--- config.mk ---
export PLATFORM = sky130hd
export DESIGN_NAME = pe_arb_flat
export DESIGN_NICKNAME = d
export VERILOG_FILES = /design/src/rtl/pe_arb_if.sv /design/src/rtl/pe_arb.sv /design/src/flat_wrapper.sv
export SDC_FILE = /design/constraint.sdc
export NUM_CORES = 1
export LEC_CHECK = 0
export ABC_AREA = 1
export ABC_CLOCK_PERIOD_IN_PS = 1300
export CAP_MARGIN = 15
export CORE_AREA = 4 4 41 43
export CTS_CLUSTER_DIAMETER = 50
export DETAILED_ROUTE_END_ITERATION = 7
export DIE_AREA = 0 0 45 47
export PLACE_DENSITY = 0.67
export RECOVER_POWER = 100
export SLEW_MARGIN = 20
export SYNTH_ARGS = -nofsm -noshare
export SYNTH_HDL_FRONTEND = slang
export SYNTH_SLANG_ARGS = --single-unit
--- constraint.sdc ---
create_clock -name clk -period 1.3 [get_ports clk]
set_input_delay 0.26 -clock clk [delete_from_list [all_inputs] [get_ports clk]]
set_output_delay 0.26 -clock clk [all_outputs]
set_load 0.02 [all_outputs]
--- src/rtl/pe_arb_if.sv ---
// Request/grant bundle between request sources, the arbiter and its consumer.
interface pe_arb_if #(
  parameter int N = 4
) ();
  localparam int W = $clog2(N);

  logic [N-1:0] req;
  logic         out_ready;
  logic         out_valid;
  logic [W-1:0] out_idx;
  logic [N-1:0] out_onehot;
  logic [N-1:0] pending;

  modport master (
    output req,
    output out_ready,
    input  out_valid,
    input  out_idx,
    input  out_onehot,
    input  pending
  );

  modport slave (
    input  req,
    input  out_ready,
    output out_valid,
    output out_idx,
    output out_onehot,
    output pending
  );
endinterface

--- src/rtl/pe_arb.sv ---
// Registered N-line priority arbiter: sticky request capture, fixed or
// round-robin selection, one encoded winner per valid/ready handshake.
module pe_arb #(
  parameter int N    = 4,
  parameter int MODE = 0
) (
  input  logic     clk,
  input  logic     rst,
  pe_arb_if.slave  bus
);
  localparam int W = $clog2(N);

  logic         r_valid;
  logic [W-1:0] r_idx;
  logic [N-1:0] r_onehot;
  logic [N-1:0] r_pend;
  logic [W-1:0] r_ptr;

  logic [N-1:0] w_cand;
  logic         w_load;
  logic [W-1:0] w_win;
  logic [N-1:0] w_oh;

  assign w_cand = r_pend | bus.req;
  assign w_load = !r_valid || bus.out_ready;

  // Round-robin walks downward from ptr-1, so ptr itself is tried last.
  always_comb begin
    logic hit;
    w_win = '0;
    hit   = 1'b0;
    if (MODE == 0) begin
      for (int i = 0; i < N; i++)
        if (w_cand[i]) w_win = W'(i);
    end else begin
      for (int k = 1; k <= N; k++)
        if (!hit && w_cand[(int'(r_ptr) + N - k) % N]) begin
          w_win = W'((int'(r_ptr) + N - k) % N);
          hit   = 1'b1;
        end
    end
  end

  always_comb begin
    w_oh        = '0;
    w_oh[w_win] = 1'b1;
  end

  always_ff @(posedge clk) begin
    if (rst) begin
      r_valid  <= 1'b0;
      r_idx    <= '0;
      r_onehot <= '0;
      r_pend   <= '0;
      r_ptr    <= '0;
    end else if (w_load) begin
      if (|w_cand) begin
        r_valid  <= 1'b1;
        r_idx    <= w_win;
        r_onehot <= w_oh;
        r_pend   <= w_cand & ~w_oh;
        if (MODE != 0) r_ptr <= w_win;
      end else begin
        r_valid  <= 1'b0;
        r_onehot <= '0;
        r_pend   <= '0;
      end
    end else begin
      r_pend <= w_cand;
    end
  end

  assign bus.out_valid  = r_valid;
  assign bus.out_idx    = r_idx;
  assign bus.out_onehot = r_onehot;
  assign bus.pending    = r_pend;
endmodule

--- src/flat_wrapper.sv ---
// flat-port wrapper written by rule: the top's interface ports become plain ports
module pe_arb_flat 
#(
  parameter int N    = 4,
  parameter int MODE = 0
)
  (clk, rst, bus_req, bus_out_ready, bus_out_valid, bus_out_idx, bus_out_onehot, bus_pending);
  pe_arb_if #(.N(N)) bus_i ();
  input  logic clk;
  input  logic rst;
  input wire logic [$bits(bus_i.req)-1:0] bus_req;
  input wire logic [$bits(bus_i.out_ready)-1:0] bus_out_ready;
  output wire logic [$bits(bus_i.out_valid)-1:0] bus_out_valid;
  output wire logic [$bits(bus_i.out_idx)-1:0] bus_out_idx;
  output wire logic [$bits(bus_i.out_onehot)-1:0] bus_out_onehot;
  output wire logic [$bits(bus_i.pending)-1:0] bus_pending;
  assign bus_i.req = bus_req;
  assign bus_i.out_ready = bus_out_ready;
  assign bus_out_valid = bus_i.out_valid;
  assign bus_out_idx = bus_i.out_idx;
  assign bus_out_onehot = bus_i.out_onehot;
  assign bus_pending = bus_i.pending;
  pe_arb #(.N(N), .MODE(MODE)) u_core (.clk(clk), .rst(rst), .bus(bus_i));
endmodule
# --- After elaboration in Yosys (flattened, before gate mapping) ---
# Cells that the tools add are included.
word_totals:
  register_bits: 11
  latch_bits: 0
  ramBits: 0
  mem_bits_ro: 0
  in_bits: 7
  output_inout_bits: 11
  elab_cells: 23
  memories: 0
op_classes:
  addsub: 0
  mul: 0
  div: 0
  magnitude_cmp: 2
  eq_ne: 0
  n_shift: 0
  muxes: 9
  bitwise_logic: 3
  reduce_logical: 5
ops:
  columns: ["op", "n"]
  rows:
  - ["2-to-1 mux 4 bit", 3]
  - ["AND 4 bit", 1]
  - ["2-to-1 mux 2 bit", 2]
  - ["NOT 4 bit", 1]
  - ["OR 4 bit", 1]
  - ["OR reduction 4 bit", 1]
  - ["< comparator 2 x 3 -> 1 bit (second input constant)", 1]
  - ["2-to-1 mux 1 bit", 3]
  - ["demux 1 bit (select 2 bit)", 1]
  - [">= comparator 2 x 1 -> 1 bit (second input constant)", 1]
  - ["AND reduction 2 bit", 1]
  - ["logical AND 1 bit", 1]
  - ["logical NOT 1 bit", 1]
  - ["logical OR 1 bit", 1]

# --- Depth between registers and ports, before layout ---
logic_depth:
  depth_word: 12
  mapped_depth: 8
  ltp_nobuf: 8

# --- Worst setup path before layout ---
# No wires, ideal clock.
synth_timing:
  kind: "reg-to-reg"
  startpoint: "reg u_core.r_valid (netlist: u_core.bus.out_valid)"
  endpoint: "reg u_core.r_idx[0] (netlist: u_core.bus.out_idx[0])"
  arrival_ns: 0.952
  required_ns: 1.185
  setup_slack_ns: 0.233
  stages_incl_launch_ff: 6
  synth_period_minus_slack_ns: 1.067
  cell_sequence: "dfxtp_1 > inv_1 > nor2_4 > inv_1 > a21oi_1 > nor2_1"
synth_via:
  elab_chain_len: 3
synth_rtl:
  columns: ["element", "line", "source"]
  rows:
  - ["from (decl)", "pe_arb.sv:13", "logic r_valid;"]
  - ["from (signal assigned)", "pe_arb.sv:51", "r_valid <= 1'b0;"]
  - ["from (signal assigned)", "pe_arb.sv:58", "r_valid <= 1'b1;"]
  - ["from (signal assigned)", "pe_arb.sv:64", "r_valid <= 1'b0;"]
  - ["logical NOT 1 bit", "pe_arb.sv:25", "assign w_load = !r_valid || bus.out_ready;"]
  - ["logical OR 1 bit", "pe_arb.sv:25", null]
  - ["AND reduction 2 bit (no source line)", null, null]
  - ["to (signal assigned)", "pe_arb.sv:59", "r_idx <= w_win;"]
  - ["to (decl)", "pe_arb.sv:14", "logic [W-1:0] r_idx;"]
# No other way between the ends.
# A chain may end at the register's enable or synchronous reset.

# --- Worst setup path in the final report ---
layout_timing:
  startpoint: "reg u_core.r_pend[2] (netlist: u_core.bus.pending[2])"
  endpoint: "out bus_pending[2]"
layout_rtl:
  columns: ["element", "line", "source"]
  rows:
  - ["from (decl)", "pe_arb.sv:16", "logic [N-1:0] r_pend;"]
  - ["from (signal assigned)", "pe_arb.sv:61", "r_pend <= w_cand & ~w_oh;"]
  - ["from (signal assigned)", "pe_arb.sv:69", "r_pend <= w_cand;"]
  - ["to (decl)", "flat_wrapper.sv:16", "output wire logic [$bits(bus_i.pending)-1:0] bus_pending;"]
# No word-level cell between the ends.

==> Flow_metrics.wiki <==
{| class="wikitable"
! Metric !! Value
|-
| Outcome || complete, no violations
|-
| Max-cap violations || 0
|-
| Max rail drop VDD || 0.576 mV
|-
| Total power divided by cell area || 1080 mW/mm^2
|-
| Post-place setup slack || -0.118 ns
|-
| # clock sinks || 11
|-
| Crit end category || output port
|-
| Slowest-stage cell, CP || sky130_fd_sc_hd__dfxtp_1
|-
| Worst slew margin relative to its limit || 0.859
|-
| Launching element type of the critical path || flop
|-
| Setup_tns || 0 ns
|-
| Critical path start-end classification || reg -> out
|-
| Most numerous cell in the Yosys netlist || sky130_fd_sc_hd__inv_1
|-
| Post-CTS clock slew at the launch and capture registers of the worst setup and hold paths || 0.06 ns
|-
| Syn Std Cell Area || 469 sq um
|-
| RSZ-0062 raised after global routing || no
|-
| Number of top-level pins || 18
|-
| Async set-reset flop share out of synthesis || 0
|-
| Number of buffers created by CTS || 3
|-
| Number of hold buffers added after CTS || 0
|-
| Area of the core || 0.00130 sq mm
|-
| Number of buffers on the longest clock path || 2
|-
| Drt wl/cell || 9.10 um
|-
| Vias per cell || 4.42
|-
| H-tree level count || 1
|-
| Delay contributed by the slowest stage of the critical path || 0.34 ns
|-
| Yosys warns || 0
|-
| Top cells by count, synth || 12 x sky130_fd_sc_hd__inv_1, 11 x sky130_fd_sc_hd__dfxtp_1, 9 x sky130_fd_sc_hd__nand2_1
|-
| Area contributors post-synth || sky130_fd_sc_hd__dfxtp_1 47%, sky130_fd_sc_hd__inv_1 9.6%, sky130_fd_sc_hd__nor2_4 9.6%
|-
| Count of routing violations after the opening detailed-route iteration || 1
|-
| Area of the die || 0.00212 sq mm
|-
| Area leader, netlist || sky130_fd_sc_hd__dfxtp_1
|-
| Placed wire-length estimate || 737 um
|-
| Arrival time worst endpoint || 0.95 ns
|-
| Net count after synthesis || 69
|-
| Initial cell density of the core || 0.361
|-
| Final setup viols || 0
|-
| CP Cell Sequence || dlygate4sd2_1
|-
| Slew @ Worst Pin || 0.211 ns
|-
| Final weighted congestion in routability-driven placement || 0.836
|-
| Library cells used by synthesis || 13
|-
| Pin count of the biggest net entering global routing || 7
|-
| Antenna-violating nets left || 0
|-
| Setup skew after layout || 0.00132 ns
|-
| CP Buf/Inv Count || 1
|-
| Portion of synthesized cell area occupied by the leading cell type || 0.469
|-
| CTS tree || done
|-
| Count of input and output buffers || 17
|-
| Number of design rule violations left after detail routing || 0
|-
| FILL cells || 143
|-
| Final worst slack || 0.0875 ns
|-
| Leakage Power || 0.365 nW
|-
| Final critical-path share of the clock period || 0.933
|-
| Chip height || 47 um
|-
| Total via count after detailed routing || 455
|-
| Number of synthesized flops with an enable pin || 0
|-
| Final total power || 0.756 mW
|-
| Overall routing resource usage || 0.110
|-
| Count of state elements after synthesis || 11
|-
| Post-Route Utilization || 0.538
|-
| N_diodes || 0
|-
| Die Span X || 45 um
|-
| Synth-to-Final Area Change || 49.3%
|-
| Post-synthesis area per instance || 7.57 sq um
|-
| F_max || 0.825 GHz
|-
| Final count of hold timing violations || 0
|-
| Critical path fanouts, max || 3
|-
| Main synth FF type || sky130_fd_sc_hd__dfxtp_1
|-
| Number of antenna violations at the first check in global routing || 0
|-
| Remaining global-route overflow || 0
|-
| Clock root buffer master || sky130_fd_sc_hd__clkbuf_4
|-
| Fin. max-slew vios || 0
|-
| Vias in the first global route || 420
|-
| Share of synthesized area occupied by flip-flops and latches || 0.469
|-
| Standard-cell row count || 13
|-
| Area of combinational cells with multiple inputs || 189 sq um
|-
| Sum of routed wire length over all layers || 937 um
|-
| Clock latency of the later-clocked register in the worst-skew pair || 0.27 ns
|-
| Tightest Hold Check Type || reg -> reg
|-
| Cell type group with the largest total delay on the critical path || flip-flops
|-
| Area of all sequential standard cells || 220 sq um
|-
| Global-route wire length before repair || 1640 um
|-
| Share of layout cells above drive strength 1 || 0.159
|-
| Hold WS || 0.463 ns
|-
| Final Net Count || 96
|-
| Post-layout min period || 1.21 ns
|-
| Synth Instances || 62
|-
| Required time reported for the critical path endpoint || 1.04 ns
|-
| Drt first pass iters || 2
|}
layer usage:
metal  vias to the layer above  global-route usage  share of wire
met5                         -                   0              0
met4                         0              0.0351          0.011
met3                         3              0.0690          0.083
met2                        13               0.169           0.44
met1                       199               0.125           0.47
li1                        240                   -              -
cells in the final DEF (no fill, tap or decap):
| cell | n |
|---|---|
| sky130_fd_sc_hd__inv_1 | 13 |
| sky130_fd_sc_hd__dlygate4sd2_1 | 11 |
| sky130_fd_sc_hd__dfxtp_1 | 11 |
| sky130_fd_sc_hd__nand2_1 | 9 |
| sky130_fd_sc_hd__nor2_1 | 7 |
| sky130_fd_sc_hd__a21oi_1 | 7 |
| sky130_fd_sc_hd__nand3_1 | 5 |
| sky130_fd_sc_hd__clkdlybuf4s50_1 | 5 |
| sky130_fd_sc_hd__clkbuf_4 | 4 |
| sky130_fd_sc_hd__buf_4 | 4 |
| sky130_fd_sc_hd__nor2_4 | 3 |
| sky130_fd_sc_hd__o21ai_0 | 2 |
| sky130_fd_sc_hd__inv_2 | 1 |
| sky130_fd_sc_hd__nand2_2 | 1 |
| sky130_fd_sc_hd__nor2_2 | 1 |
| sky130_fd_sc_hd__nor3_1 | 1 |
| sky130_fd_sc_hd__a21boi_0 | 1 |
| sky130_fd_sc_hd__clkbuf_1 | 1 |
| sky130_fd_sc_hd__dlygate4sd3_1 | 1 |
flip-flops by register name, summed over array words and instances (netlist names):
| register | cells |
|---|---|
| u_core.bus.out_onehot | 4 |
| u_core.bus.pending | 4 |
| u_core.bus.out_valid | 1 |
| u_core.bus.out_idx | 2 |
path summary, 6_finish.rpt:
path                                         startpoint                                    end  slack [ns]  cells past startpoint
hold reg to reg   u_core.bus.out_onehot[1]$_SDFFE_PP0N_  u_core.bus.out_onehot[1]$_SDFFE_PP0N_        0.46                      2
hold / removal    u_core.bus.out_onehot[1]$_SDFFE_PP0N_  u_core.bus.out_onehot[1]$_SDFFE_PP0N_        0.46                      2
setup reg to reg       u_core.bus.pending[3]$_SDFF_PP0_       u_core.bus.pending[1]$_SDFF_PP0_        0.23                      8
setup / recovery       u_core.bus.pending[2]$_SDFF_PP0_                         bus_pending[2]        0.09                      1
report_power, final:
part | leakage, nW | internal (mW) | switching [mW]
clock network | 0.0150 | 0.119 | 0.110
logic | 0.259 | 0.0699 | 0.0894
registers | 0.0911 | 0.358 | 0.00912
worst register-to-register path, cell delays in order, from the launching register on:
cell                      delay [ns]
sky130_fd_sc_hd__dfxtp_1        0.31
sky130_fd_sc_hd__nor2_1         0.13
sky130_fd_sc_hd__inv_1          0.12
sky130_fd_sc_hd__nor2_4         0.10
sky130_fd_sc_hd__inv_2          0.05
sky130_fd_sc_hd__nor2_4         0.11
sky130_fd_sc_hd__inv_1          0.05
sky130_fd_sc_hd__nand3_1        0.06
sky130_fd_sc_hd__inv_1          0.04
logic make-up after synthesis:
kind of cell / count (synthesis) / synth area share
AND/OR/NAND/NOR: 27 / 0.307
flip-flops: 11 / 0.469
AO/OA/AOI/OAI: 10 / 0.112
buffers and inverters: 14 / 0.112
metrics by stage:
stage / cells / area, sq um
after floorplan: 62 / 469
after global placement: 99 / 696
after detailed placement: 99 / 696
after CTS: 103 / 708
after global routing: 103 / 701
final: 103 / 701
final cells by class:
| type | count | share of cell area |
|---|---|---|
| Clock buffer | 4 | 0.0375 |
| Tap cell | 15 | 0.0268 |
| Inverter | 14 | 0.0750 |
| Sequential cell | 11 | 0.314 |
| Timing Repair Buffer | 22 | 0.277 |
| Multi-Input combinational cell | 37 | 0.270 |
timing repair:
| item | 4_1_cts | 5_1_grt |
|---|---|---|
| endpoints found under the setup margin | 11 | 1 |
| gates cloned | 0 | 0 |
| hold endpoints to repair | 0 | 0 |
| buffers inserted | 0 | 0 |
| gates resized for setup | 11 | 1 |
Power figures use the tool's default switching activity.
